$ cat config.mk
export PLATFORM = sky130hd
export DESIGN_NAME = mem_access_unit
export DESIGN_NICKNAME = d
export VERILOG_FILES = /design/src/rtl/mem_pkg.sv /design/src/rtl/mem_lane_align.sv /design/src/rtl/mem_access_unit.sv
export SDC_FILE = /design/constraint.sdc
export NUM_CORES = 1
export LEC_CHECK = 0
export CORE_MARGIN = 2
export CORE_UTILIZATION = 41
export CTS_BUF_LIST = sky130_fd_sc_hd__clkbuf_4 sky130_fd_sc_hd__clkbuf_8 sky130_fd_sc_hd__clkbuf_16
export DETAILED_ROUTE_END_ITERATION = 8
export HOLD_SLACK_MARGIN = 0.1
export PLACE_DENSITY = 0.78
export SKIP_CTS_REPAIR_TIMING = 1
export SYNTH_ARGS = -nofsm -noshare
export SYNTH_HDL_FRONTEND = slang
export SYNTH_HIERARCHICAL = 1
export SYNTH_SLANG_ARGS = --single-unit
export TNS_END_PERCENT = 10
$ cat constraint.sdc
create_clock -name clk -period 1.8 [get_ports clk]
set_clock_uncertainty 0.2 [all_clocks]
set_input_delay 0.27 -clock clk [delete_from_list [all_inputs] [get_ports clk]]
set_output_delay 0.27 -clock clk [all_outputs]
set_load 0.01 [all_outputs]
$ cat src/rtl/mem_pkg.sv
// Shared definitions for the data-memory access unit: access-size and
// exception encodings, FSM state type and the alignment helper.
package mem_pkg;

  localparam logic [1:0] LEN_BYTE = 2'b00;
  localparam logic [1:0] LEN_HALF = 2'b01;
  localparam logic [1:0] LEN_ILL  = 2'b10;
  localparam logic [1:0] LEN_WORD = 2'b11;

  localparam logic [4:0] EXC_ADEL = 5'd4;
  localparam logic [4:0] EXC_ADES = 5'd5;
  localparam logic [4:0] EXC_DBE  = 5'd7;

  typedef enum logic [1:0] {
    ST_IDLE = 2'b00,
    ST_BUS  = 2'b01,
    ST_RESP = 2'b10
  } mem_state_t;

  // Half accesses need addr[0]=0, word accesses need addr[1:0]=0.
  function automatic logic addr_misaligned(input logic [1:0] len, input logic [1:0] addr_lo);
    logic mis;
    case (len)
      LEN_HALF: mis = addr_lo[0];
      LEN_WORD: mis = (addr_lo != 2'b00);
      default:  mis = 1'b0;
    endcase
    return mis;
  endfunction

endpackage

$ cat src/rtl/mem_lane_align.sv
// Combinational lane steering: byte-enable generation, store data
// replication across lanes and load lane extraction with sign/zero extension.
module mem_lane_align
  import mem_pkg::*;
(
  input  logic [1:0]  addr_lo,
  input  logic [1:0]  len,
  input  logic        sign,
  input  logic [31:0] wdata,
  input  logic [31:0] rdata_raw,
  output logic [3:0]  be,
  output logic [31:0] wdata_rep,
  output logic [31:0] rdata_ext
);

  logic [7:0]  byte_s;
  logic [15:0] half_s;

  // Decode lanes from access size and low address bits; illegal size drives zeros.
  always_comb begin
    be        = 4'b0000;
    wdata_rep = 32'd0;
    rdata_ext = 32'd0;
    byte_s    = rdata_raw[{addr_lo, 3'b000} +: 8];
    half_s    = rdata_raw[{addr_lo[1], 4'b0000} +: 16];
    case (len)
      LEN_BYTE: begin
        be        = 4'b0001 << addr_lo;
        wdata_rep = {4{wdata[7:0]}};
        rdata_ext = {{24{sign & byte_s[7]}}, byte_s};
      end
      LEN_HALF: begin
        // addr[0] is ignored here; misaligned halves never reach the bus when checked.
        be        = addr_lo[1] ? 4'b1100 : 4'b0011;
        wdata_rep = {2{wdata[15:0]}};
        rdata_ext = {{16{sign & half_s[15]}}, half_s};
      end
      LEN_WORD: begin
        be        = 4'b1111;
        wdata_rep = wdata;
        rdata_ext = rdata_raw;
      end
      default: begin
        be        = 4'b0000;
        wdata_rep = 32'd0;
        rdata_ext = 32'd0;
      end
    endcase
  end

endmodule

$ cat src/rtl/mem_access_unit.sv
// Data-memory access unit: accepts one load/store request, runs a single
// word-aligned bus transaction with ack/err/timeout handling and returns
// the extended load data or an exception code.
// Optional macro MEM_ALIGN_CHECK_EN: raise AdEL/AdES on misaligned half/word
// accesses without touching the bus.
module mem_access_unit
  import mem_pkg::*;
#(
  parameter int TIMEOUT_CYC = 16
) (
  input  logic        clk,
  input  logic        rst_n,
  input  logic        req_valid,
  output logic        req_ready,
  input  logic        req_store,
  input  logic [31:0] req_addr,
  input  logic [31:0] req_wdata,
  input  logic [1:0]  req_len,
  input  logic        req_sign,
  output logic        resp_valid,
  output logic [31:0] resp_rdata,
  output logic        resp_exc,
  output logic [4:0]  resp_exc_code,
  output logic [31:0] resp_badvaddr,
  output logic        bus_req,
  output logic        bus_we,
  output logic [31:0] bus_addr,
  output logic [3:0]  bus_be,
  output logic [31:0] bus_wdata,
  input  logic        bus_ack,
  input  logic        bus_err,
  input  logic [31:0] bus_rdata
);

  localparam logic [7:0] TO_LAST = 8'(TIMEOUT_CYC - 1);

  mem_state_t  state_r, next_s;
  logic        store_r;
  logic [31:0] addr_r;
  logic [31:0] wdata_r;
  logic [1:0]  len_r;
  logic        sign_r;
  logic [7:0]  cnt_r;
  logic        exc_r;
  logic [4:0]  code_r;
  logic [31:0] rdata_raw_r;

  logic        req_exc_s;
  logic        in_bus_s;
  logic        in_resp_s;
  logic [3:0]  be_s;
  logic [31:0] wdata_rep_s;
  logic [31:0] rdata_ext_s;

  // Address exception detection on the incoming request.
  always_comb begin
    req_exc_s = (req_len == LEN_ILL);
`ifdef MEM_ALIGN_CHECK_EN
    if (addr_misaligned(req_len, req_addr[1:0])) begin
      req_exc_s = 1'b1;
    end else begin
      req_exc_s = (req_len == LEN_ILL);
    end
`endif
  end

  // FSM state register.
  always_ff @(posedge clk or negedge rst_n) begin
    if (!rst_n) begin
      state_r <= ST_IDLE;
    end else begin
      state_r <= next_s;
    end
  end

  // FSM next-state logic.
  always_comb begin
    next_s = state_r;
    case (state_r)
      ST_IDLE: begin
        if (req_valid) begin
          next_s = req_exc_s ? ST_RESP : ST_BUS;
        end else begin
          next_s = ST_IDLE;
        end
      end
      ST_BUS: begin
        if (bus_err || bus_ack || (cnt_r == TO_LAST)) begin
          next_s = ST_RESP;
        end else begin
          next_s = ST_BUS;
        end
      end
      ST_RESP: next_s = ST_IDLE;
      default: next_s = ST_IDLE;
    endcase
  end

  // Request latch, timeout counter and response capture.
  always_ff @(posedge clk or negedge rst_n) begin
    if (!rst_n) begin
      store_r     <= 1'b0;
      addr_r      <= 32'd0;
      wdata_r     <= 32'd0;
      len_r       <= 2'b00;
      sign_r      <= 1'b0;
      cnt_r       <= 8'd0;
      exc_r       <= 1'b0;
      code_r      <= 5'd0;
      rdata_raw_r <= 32'd0;
    end else begin
      case (state_r)
        ST_IDLE: begin
          if (req_valid) begin
            store_r     <= req_store;
            addr_r      <= req_addr;
            wdata_r     <= req_wdata;
            len_r       <= req_len;
            sign_r      <= req_sign;
            cnt_r       <= 8'd0;
            exc_r       <= req_exc_s;
            code_r      <= req_exc_s ? (req_store ? EXC_ADES : EXC_ADEL) : 5'd0;
            rdata_raw_r <= 32'd0;
          end
        end
        ST_BUS: begin
          // err beats ack, ack beats timeout.
          if (bus_err) begin
            exc_r  <= 1'b1;
            code_r <= EXC_DBE;
          end else if (bus_ack) begin
            if (!store_r) begin
              rdata_raw_r <= bus_rdata;
            end
          end else if (cnt_r == TO_LAST) begin
            exc_r  <= 1'b1;
            code_r <= EXC_DBE;
          end else begin
            cnt_r <= cnt_r + 8'd1;
          end
        end
        default: begin
          cnt_r <= cnt_r;
        end
      endcase
    end
  end

  mem_lane_align u_lane (
    .addr_lo   (addr_r[1:0]),
    .len       (len_r),
    .sign      (sign_r),
    .wdata     (wdata_r),
    .rdata_raw (rdata_raw_r),
    .be        (be_s),
    .wdata_rep (wdata_rep_s),
    .rdata_ext (rdata_ext_s)
  );

  assign in_bus_s  = (state_r == ST_BUS);
  assign in_resp_s = (state_r == ST_RESP);

  // Outputs are decoded from registered state only.
  assign req_ready     = (state_r == ST_IDLE);
  assign bus_req       = in_bus_s;
  assign bus_we        = in_bus_s & store_r;
  assign bus_addr      = in_bus_s ? {addr_r[31:2], 2'b00} : 32'd0;
  assign bus_be        = in_bus_s ? be_s : 4'b0000;
  assign bus_wdata     = (in_bus_s && store_r) ? wdata_rep_s : 32'd0;
  assign resp_valid    = in_resp_s;
  assign resp_exc      = in_resp_s & exc_r;
  assign resp_exc_code = (in_resp_s && exc_r) ? code_r : 5'd0;
  assign resp_badvaddr = (in_resp_s && exc_r) ? addr_r : 32'd0;
  assign resp_rdata    = (in_resp_s && !exc_r && !store_r) ? rdata_ext_s : 32'd0;

endmodule

Yosys cells after proc, flatten, opt, wreduce, memory -nomap -nowiden
Cells that the tools add are included.

Register bits: 116. Bits of input ports: 105. Output and inout port bits: 142. Logic and storage cells: 83.

Add/subtract/negate cells: 1. Equality and inequality tests: 14. Shifts and indexed selects: 3. Multiplexer cells: 36. Bitwise gates (word level): 4. Reduce and logical (&&, ||, !) cells: 15.

Operator list (number): $mux W32 (8); $pmux W32 S3 (2); $pmux W32 S2 (1); $mux W8 (4); $shiftx A32 B6 Y16 (1); $shiftx A32 B6 Y8 (1); $mux W5 (5); $pmux W8 S2 (1); $ne A2 B2 Y1 const B (6); $pmux W4 S3 (1); $pmux W5 S2 (1); $reduce_and A5 Y1 (2); $add A8 B1 Y8 const B (1); $eq A8 B4 Y1 const B (1); $mux W4 (2); $eq A2 B2 Y1 const B (3); $mux W2 (3); $mux W1 (5); $and A1 B1 Y1 (4); $eq A2 B1 Y1 const B (2); $logic_and A1 B1 Y1 (4); $logic_not A2 Y1 (2); $pmux W2 S2 (1); $reduce_and A4 Y1 (1); other kinds (9) (11).

Logic depth before layout (Yosys ltp)
Gate-level depths: netlist of run 1.

Depth in word-level cells: 5. Mapped depth: 7. Gate-level depth less buffers: 5.

Modules after synthesis
The synthesis of run 1 kept the hierarchy.

Modules (own cells, without submodules): mem_access_unit (times used 1, cells each 521, area an instance 5455.2 sq um); mem_lane_align (times used 1, cells each 182, area an instance 1128.6 sq um).

Least setup slack after synthesis of run 1
OpenSTA, ideal clock, no wires.

Path type: register -> output. From: register addr_r[1]. To: output resp_rdata[29]. Arrival: 1.472 ns. Setup slack: -0.142 ns. Stages on the path, launching flop included: 8. Path through: dfrtp_1 mux2_1 and3_1 buf_6 buf_12 a21oi_2 o21ai_1 and2_1.

Longest elaborated chain between the ends: 4. Elaborated cells between the ends (all ways): 6.

RTL lines: from (decl) (RTL line mem_access_unit.sv:39) `logic [31:0] addr_r;`; from (signal assigned) (RTL line mem_access_unit.sv:116) `addr_r <= req_addr;`; $shiftx A32 B6 Y16 or $shiftx A32 B6 Y8 (tied branches) (RTL line mem_lane_align.sv:25, mem_lane_align.sv:24); $and A1 B1 Y1 (on tied branches) (RTL line mem_lane_align.sv:36, mem_lane_align.sv:30); $pmux W32 S3 * (RTL line mem_lane_align.sv:26) `case (len)`; named net rdata_ext_s[29] (RTL line mem_access_unit.sv:53) `logic [31:0] rdata_ext_s;`; $mux W32 * (RTL line mem_access_unit.sv:174) `assign resp_rdata = (in_resp_s && !exc_r && !store_r) ? rdata_ext_s : 32'd0;`; to (decl) (RTL line mem_access_unit.sv:21) `output logic [31:0] resp_rdata,`.

The timed path passes the listed nets; every way through them passes the cells marked *.

Final worst setup path of run 1
Ends and elaborated chain as after synthesis.

==> metrics.cfg, run 1 <==
[run_status]
outcome = complete, but fails checks
violations = setup timing

[logic_synthesis]
synth_edf_count = 0
yosysWarnings = 6
synth_area_per_cell_um2 = 9.365
synth_flop_cell = dfrtp_1
synthArstFlopShare_pct = 100.0
syn_inst = 703
synth_cell_types = 56
synth.cell_area_mm2 = 0.006584
ys_seq_elements = 113
seq_area_frac_synth_pct = 42.95

[power_and_ir_drop]
seqPwrFrac_pct = 30.5
clkPwrFrac_pct = 27.0
power_density_mw_per_mm2 = 1239
leakage_nw = 4.898
p_int_mw = 8.611
swShare_pct = 34.43
pwr-share-comb_pct = 42.5
switching_power_mw = 4.521
peakVddDrop_uv = 640.6

[global_route]
grt_max_degree = 56
grt_remaining_overflow = 0
grt_usage_pct = 25.32
grt_antenna_before_repair = 0
grt_pass1_vias = 6354
grt_pass1_wl_mm = 33.15

[route]
wl_mm = 22.32
via_per_inst = 5.155
vias = 6387
firstDrtPassIters = 4
drcViolationCount = 0
post_drt_wl_per_cell_um = 18.01
drtAntennaViolNets = 0
drt_iter0_drc = 481

[critical_path]
cp_top_family = buffers and inverters
slowest_stage = dfrtp_2
path_class = reg2out
cpPeakStageDelay_ns = 0.45
critPathArrivalTime_ns = 2.19
start_kind = flop
cp-end-kind = output pin
crit_path_max_fanout = 7
cp_cell_sequence = buf_4 > mux2_4 > and3_4 > buf_6 > buf_12 > a21oi_2 > o21ai_1 > and2_4 > clkbuf_2
cp.required_ns = 1.33
crit_buf_inv = 4

[placement]
place_area_mm2 = 0.009812
dp_hpwl_mm = 15.88
io_buffers = 242
gp_congestion = 0.8960

[layout]
stdcell_area_mm2 = 0.01060
fill_cells = 1266
num_antenna_cells = 0
drive_above_1_share_pct = 29.13
syn_to_final_growth_pct = 61.02
layout.nets = 1116

[clocking]
clk_pin_slew_ns = 0.05
numClockSinks = 113
cts_buffers = 17
cts_tree = built
insertion_delay_ns = 0.41
clock_path_buffers = 2
htree_levels = 4
cts_root_buf = clkbuf_16

[floorplanning]
die_h_um = 130.7
fp-row-count = 46
fp.coreArea_mm2 = 0.01577
die_width_um = 130.7
die-area_mm2 = 0.01709
ios = 247
initial_core_util_pct = 41.75

[sta]
drv_slew = 0
setup_viol = 249
fmax_mhz = 375.6
rsz0062_at_grt = yes
fin_ws_ns = -0.8624
worst_hold_slack_ns = 0.07921
finalHoldViolations = 0
finalSetupTns_ns = -109.61
fin_crit_ns = 2.662
min_period_over_period_pct = 147.9

[job]
timing.max_cap.violations = 0

[min_path]
hp-class = in2async

[layout by cell type (no fill, tap or decap), types with 9 or more instances in the layout]
cell | Yosys | routed
a21oi_1 | 18 | 15
inv_1 | 12 | 10
buf_12 | 1 | 12
dfrtp_1 | 113 | 109
a22o_1 | 9 | 9
clkbuf_16 | 0 | 19
and3_1 | 70 | 69
clkbuf_2 | 0 | 23
mux2_2 | 71 | 71
o21ai_0 | 68 | 63
nand2_1 | 85 | 84
buf_4 | 5 | 84
clkdlybuf4s50_1 | 0 | 200
and2_4 | 0 | 10
nor2_1 | 21 | 20
buf_6 | 3 | 13
and2_1 | 73 | 63
o21ai_1 | 16 | 21
a21oi_2 | 10 | 13
mux2i_1 | 16 | 16
[final cells by class]
type / count / area (µm²) / share of cell area [%]
clock buffer: 18 / 432.9 / 4.084
clock inverter: 14 / 190.2 / 1.794
inverter: 13 / 53.80 / 0.5075
multi-input combinational: 518 / 3522 / 33.22
sequential: 113 / 2833 / 26.72
tap: 216 / 270.3 / 2.549
timing repair buffer: 347 / 3299 / 31.12
[per-stage QoR]
step	setup WS (ns)	utilization [%]	total power [mW]	cells
after floorplan	-0.1118	-	6.684	706
after global placement	-0.5834	62.22	9.110	1188
after detailed placement	-0.6370	62.22	9.190	1188
after CTS	-1.139	66.17	12.82	1220
after global routing	-0.9109	67.22	13.86	1239
final	-0.8624	67.22	13.13	1239
[cell usage after synthesis, types with 3 or more instances]
cell type | count | share of area (%)
a22oi_1 | 5 | 0.57
o21ai_0 | 68 | 5.2
inv_1 | 12 | 0.68
mux2_2 | 71 | 12
dfrtp_1 | 113 | 43
a22o_1 | 9 | 1.2
mux2i_1 | 16 | 2.4
buf_4 | 5 | 0.57
clkbuf_1 | 34 | 1.9
a21oi_1 | 18 | 1.4
and3_1 | 70 | 6.7
buf_6 | 3 | 0.51
nand2_1 | 85 | 4.8
and2_1 | 73 | 6.9
buf_2 | 16 | 1.2
nor3b_1 | 3 | 0.34
buf_1 | 3 | 0.17
o21ai_1 | 16 | 1.2
a21oi_2 | 10 | 1.3
nor2b_1 | 6 | 0.57
nor2_1 | 21 | 1.2
nand2b_1 | 3 | 0.29
[sequential cells by signal, indices dropped and copies added (netlist names)]
signal	flops
addr_r	32
rdata_raw_r	32
wdata_r	32
cnt_r	8
code_r	3
len_r	2
state_r	2
sign_r	1
store_r	1
[power groups by stage]
stage | sequential, mW | combinational, mW | clock [mW]
2_1_floorplan | 3.77 | 2.91 | 0
3_3_place_gp | 3.97 | 5.14 | 0
3_5_place_dp | 3.99 | 5.20 | 0
4_1_cts | 3.97 | 5.24 | 3.61
5_1_grt | 4.11 | 5.99 | 3.76
6_report | 4.00 | 5.58 | 3.55
[layer usage]
| metal | share of wire, % | routed length, µm | up-vias | GRT usage, % |
|---|---|---|---|---|
| li1 | - | - | 3048 | - |
| met1 | 41 | 9044 | 3018 | 30.62 |
| met2 | 49 | 10990 | 285 | 43.20 |
| met3 | 8.0 | 1782 | 36 | 8.225 |
| met4 | 2.2 | 499 | 0 | 7.760 |
| met5 | 0 | 0 | - | 0 |
[final timing paths]
kind                           startpoint               to  slack, ns  cells after the start
max                             addr_r[1]   resp_rdata[29]      -0.86                      9
min                                 rst_n      wdata_r[19]       0.08                      2
max reg2reg                      cnt_r[4]         cnt_r[3]      -0.20                      4
min reg2reg                rdata_raw_r[4]   rdata_raw_r[4]       0.31                      2
max in group asynchronous           rst_n        addr_r[0]       0.71                      3
min in group clk            bus_rdata[19]  rdata_raw_r[19]       0.21                      3
[logic make-up (layout without fill, tap and decap cells)]
kind of cell             Yosys count  in the layout  synth area share (%)
buffers and inverters             75            392                 5.454
adder cells (fa/ha/maj)            1              1                0.1900
flip-flops                       113            113                 42.95
AO/OA/AOI/OAI                    145            145                 13.53
other                              1              4               0.05696
AND/OR/NAND/NOR                  279            279                 22.73
multiplexers                      89             89                 15.09
Power figures use the tool's default switching activity.
==> run 2, diff against run 1 <==
Settings changed: CAP_MARGIN set to 20, SETUP_SLACK_MARGIN set to 0.15.
==> metrics.cfg, run 2 (synthesis results as in run 1) <==
[run_status]
outcome = complete, but fails checks  ; unchanged
violations = setup timing  ; unchanged

[clocking]
numClockSinks = 113  ; unchanged
cts_tree = built  ; unchanged
insertion_delay_ns = 0.42  ; was 0.41 ns
clock_path_buffers = 2  ; unchanged
cts_buffers = 17  ; unchanged
cts_root_buf = clkbuf_16  ; unchanged
htree_levels = 4  ; unchanged
clk_pin_slew_ns = 0.05  ; about the same

[route]
drtAntennaViolNets = 0  ; unchanged
firstDrtPassIters = 5  ; was 4
post_drt_wl_per_cell_um = 18.71  ; was 18.01 µm
via_per_inst = 5.309  ; was 5.155
drcViolationCount = 0  ; unchanged
wl_mm = 23.55  ; was 22.32 mm
drt_iter0_drc = 406  ; was 481
vias = 6684  ; was 6387

[layout]
layout.area.seq_mm2 = 0.002833  ; unchanged
fill_cells = 1234  ; was 1266
layout.nets = 1136  ; was 1116
multi_input_comb_area_mm2 = 0.003756  ; was 0.003522 mm²
num_antenna_cells = 0  ; unchanged
postLayoutCoreUtil_pct = 68.75  ; was 67.22%
top_regs = addr_r: 32 flops, rdata_raw_r: 32 flops, wdata_r: 32 flops  ; unchanged
drive_above_1_share_pct = 39.88  ; was 29.13%
final_cell_mix = clkdlybuf4s50_1, dfrtp_1, nand2_1, buf_4, and3_1  ; was clkdlybuf4s50_1, dfrtp_1, nand2_1, buf_4, mux2_2
syn_to_final_growth_pct = 64.67  ; was 61.02%
final_common_cell = clkdlybuf4s50_1  ; unchanged

[floorplanning]
die_width_um = 130.7  ; unchanged
die-area_mm2 = 0.01709  ; unchanged
die_h_um = 130.7  ; unchanged
initial_core_util_pct = 41.75  ; unchanged
fp.coreArea_mm2 = 0.01577  ; unchanged
fp-row-count = 46  ; unchanged
ios = 247  ; unchanged

[critical_path]
cp_cell_sequence = mux4_2 > buf_4 > nand3_4 > buf_4 > o21ai_1 > and2_4 > dlymetal6s2s_1  ; was buf_4 > mux2_4 > and3_4 > buf_6 > buf_12 > a21oi_2 > o21ai_1 > and2_4 > clkbuf_2
slowest_stage = mux4_2  ; was dfrtp_2
critPathArrivalTime_ns = 2.16  ; was 2.19 ns
path_common_cell = buf_4
cpPeakStageDelay_ns = 0.60  ; was 0.45 ns
start_kind = flop  ; unchanged
crit_path_max_fanout = 4  ; was 7
path_class = reg2out  ; unchanged
cp.required_ns = 1.33  ; about the same
cp-end-kind = output pin  ; unchanged

[sta]
fmax_mhz = 380.5  ; was 375.6 MHz
min_period_over_period_pct = 146.0  ; was 147.9%
fin_ws_ns = -0.8283  ; was -0.8624 ns
fin_crit_ns = 2.628  ; was 2.662 ns
drv_slew = 0  ; unchanged
finalHoldViolations = 0  ; unchanged
finalSetupTns_ns = -58.37  ; was -109.61 ns
rsz0062_at_grt = yes  ; unchanged
maxSlewHeadroom_pct = 58.82
setup_viol = 176  ; was 249
tightest_slew_ns = 0.6156

[placement]
dp_hpwl_mm = 15.89  ; was 15.88 mm
place_ws_ns = -0.6526  ; was -0.6370 ns
io_buffers = 242  ; unchanged
gp_congestion = 0.8362  ; was 0.8960

[global_route]
grt_pass1_vias = 6180  ; was 6354
grt_pass1_wl_mm = 32.78  ; was 33.15 mm
grt_remaining_overflow = 0  ; unchanged
grt_usage_pct = 25.31  ; was 25.32%
grt_antenna_before_repair = 0  ; unchanged
grt_max_degree = 45  ; was 56

[power_and_ir_drop]
power_density_mw_per_mm2 = 1256  ; was 1239 mW/mm²
leakage_nw = 5.534  ; was 4.898 nW
peakVddDrop_uv = 675.6  ; was 640.6 µV

[job]
timing.max_cap.violations = 0  ; unchanged

[min_path]
hp-class = in2reg  ; was in2async

==> run 2: cell types whose count changed in the layout (fill, tap and decap cells not counted), sizes merged <==
cell           previous run  this run
and2b                     2         3
and3                     72        73
buf                     115       166
bufinv                    4         5
clkbuf                   43        75
clkdlybuf4s50           200       114
clkinvlp                  5         2
dlygate4sd3               1         3
dlymetal6s2s              6        25
inv                      13        12
nand3                     3         6
==> run 2: critical path: cells and delay by family (launching register included) <==
family | cells | cell delay (ns)
buffers and inverters | 3 | 0.47
AOI/OAI and AO/OA | 1 | 0.07
muxes | 1 | 0.60
and+or+nand+nor | 2 | 0.22
DFF | 1 | 0.40
==> run 2: worst paths after layout <==
| check | start | end | slack, ns | cells after the start |
|---|---|---|---|---|
| max reg2reg | cnt_r[6] | code_r[0] | -0.19 | 4 |
| min reg2reg | rdata_raw_r[1] | rdata_raw_r[1] | 0.30 | 2 |
| max | addr_r[1] | resp_rdata[12] | -0.83 | 7 |
| min | bus_rdata[29] | rdata_raw_r[29] | 0.19 | 3 |
| max in group asynchronous | rst_n | rdata_raw_r[6] | 0.16 | 3 |
| min in group asynchronous | rst_n | wdata_r[5] | 0.22 | 3 |
==> run 2: stage by stage <==
step	hold slack [ns]	instance area [µm²]	instances	power [mW]
finish	0.1938	10840	1259	13.61
global route	0.2109	10840	1259	14.27
CTS	-0.4806	10540	1223	12.98
detailed placement	-0.03642	9898	1191	9.237
global placement	-0.04039	9898	1191	9.118
floorplan	-0.2256	6716	706	6.738
==> run 2: power by group <==
part           switching (mW)  internal (mW)  leakage (nW)
logic                    2.89           3.02          3.82
clock network            1.19           2.50         0.318
registers               0.678           3.33          1.40
==> run 2: area by class of cell <==
type | instances | share of cell area, %
inverter | 13 | 0.5770
sequential | 113 | 26.13
clock buffer | 21 | 4.201
tap | 216 | 2.493
timing repair buffer | 362 | 30.24
clock inverter | 11 | 1.720
multi-input combinational | 523 | 34.65
==> run 2: layer usage <==
layer / up-vias / track usage (%) / part of all wire, %
met5: - / 0 / 0
met3: 53 / 8.184 / 8.4
met4: 0 / 9.700 / 3.0
li1: 3104 / - / -
met2: 317 / 42.31 / 50
met1: 3210 / 30.55 / 39
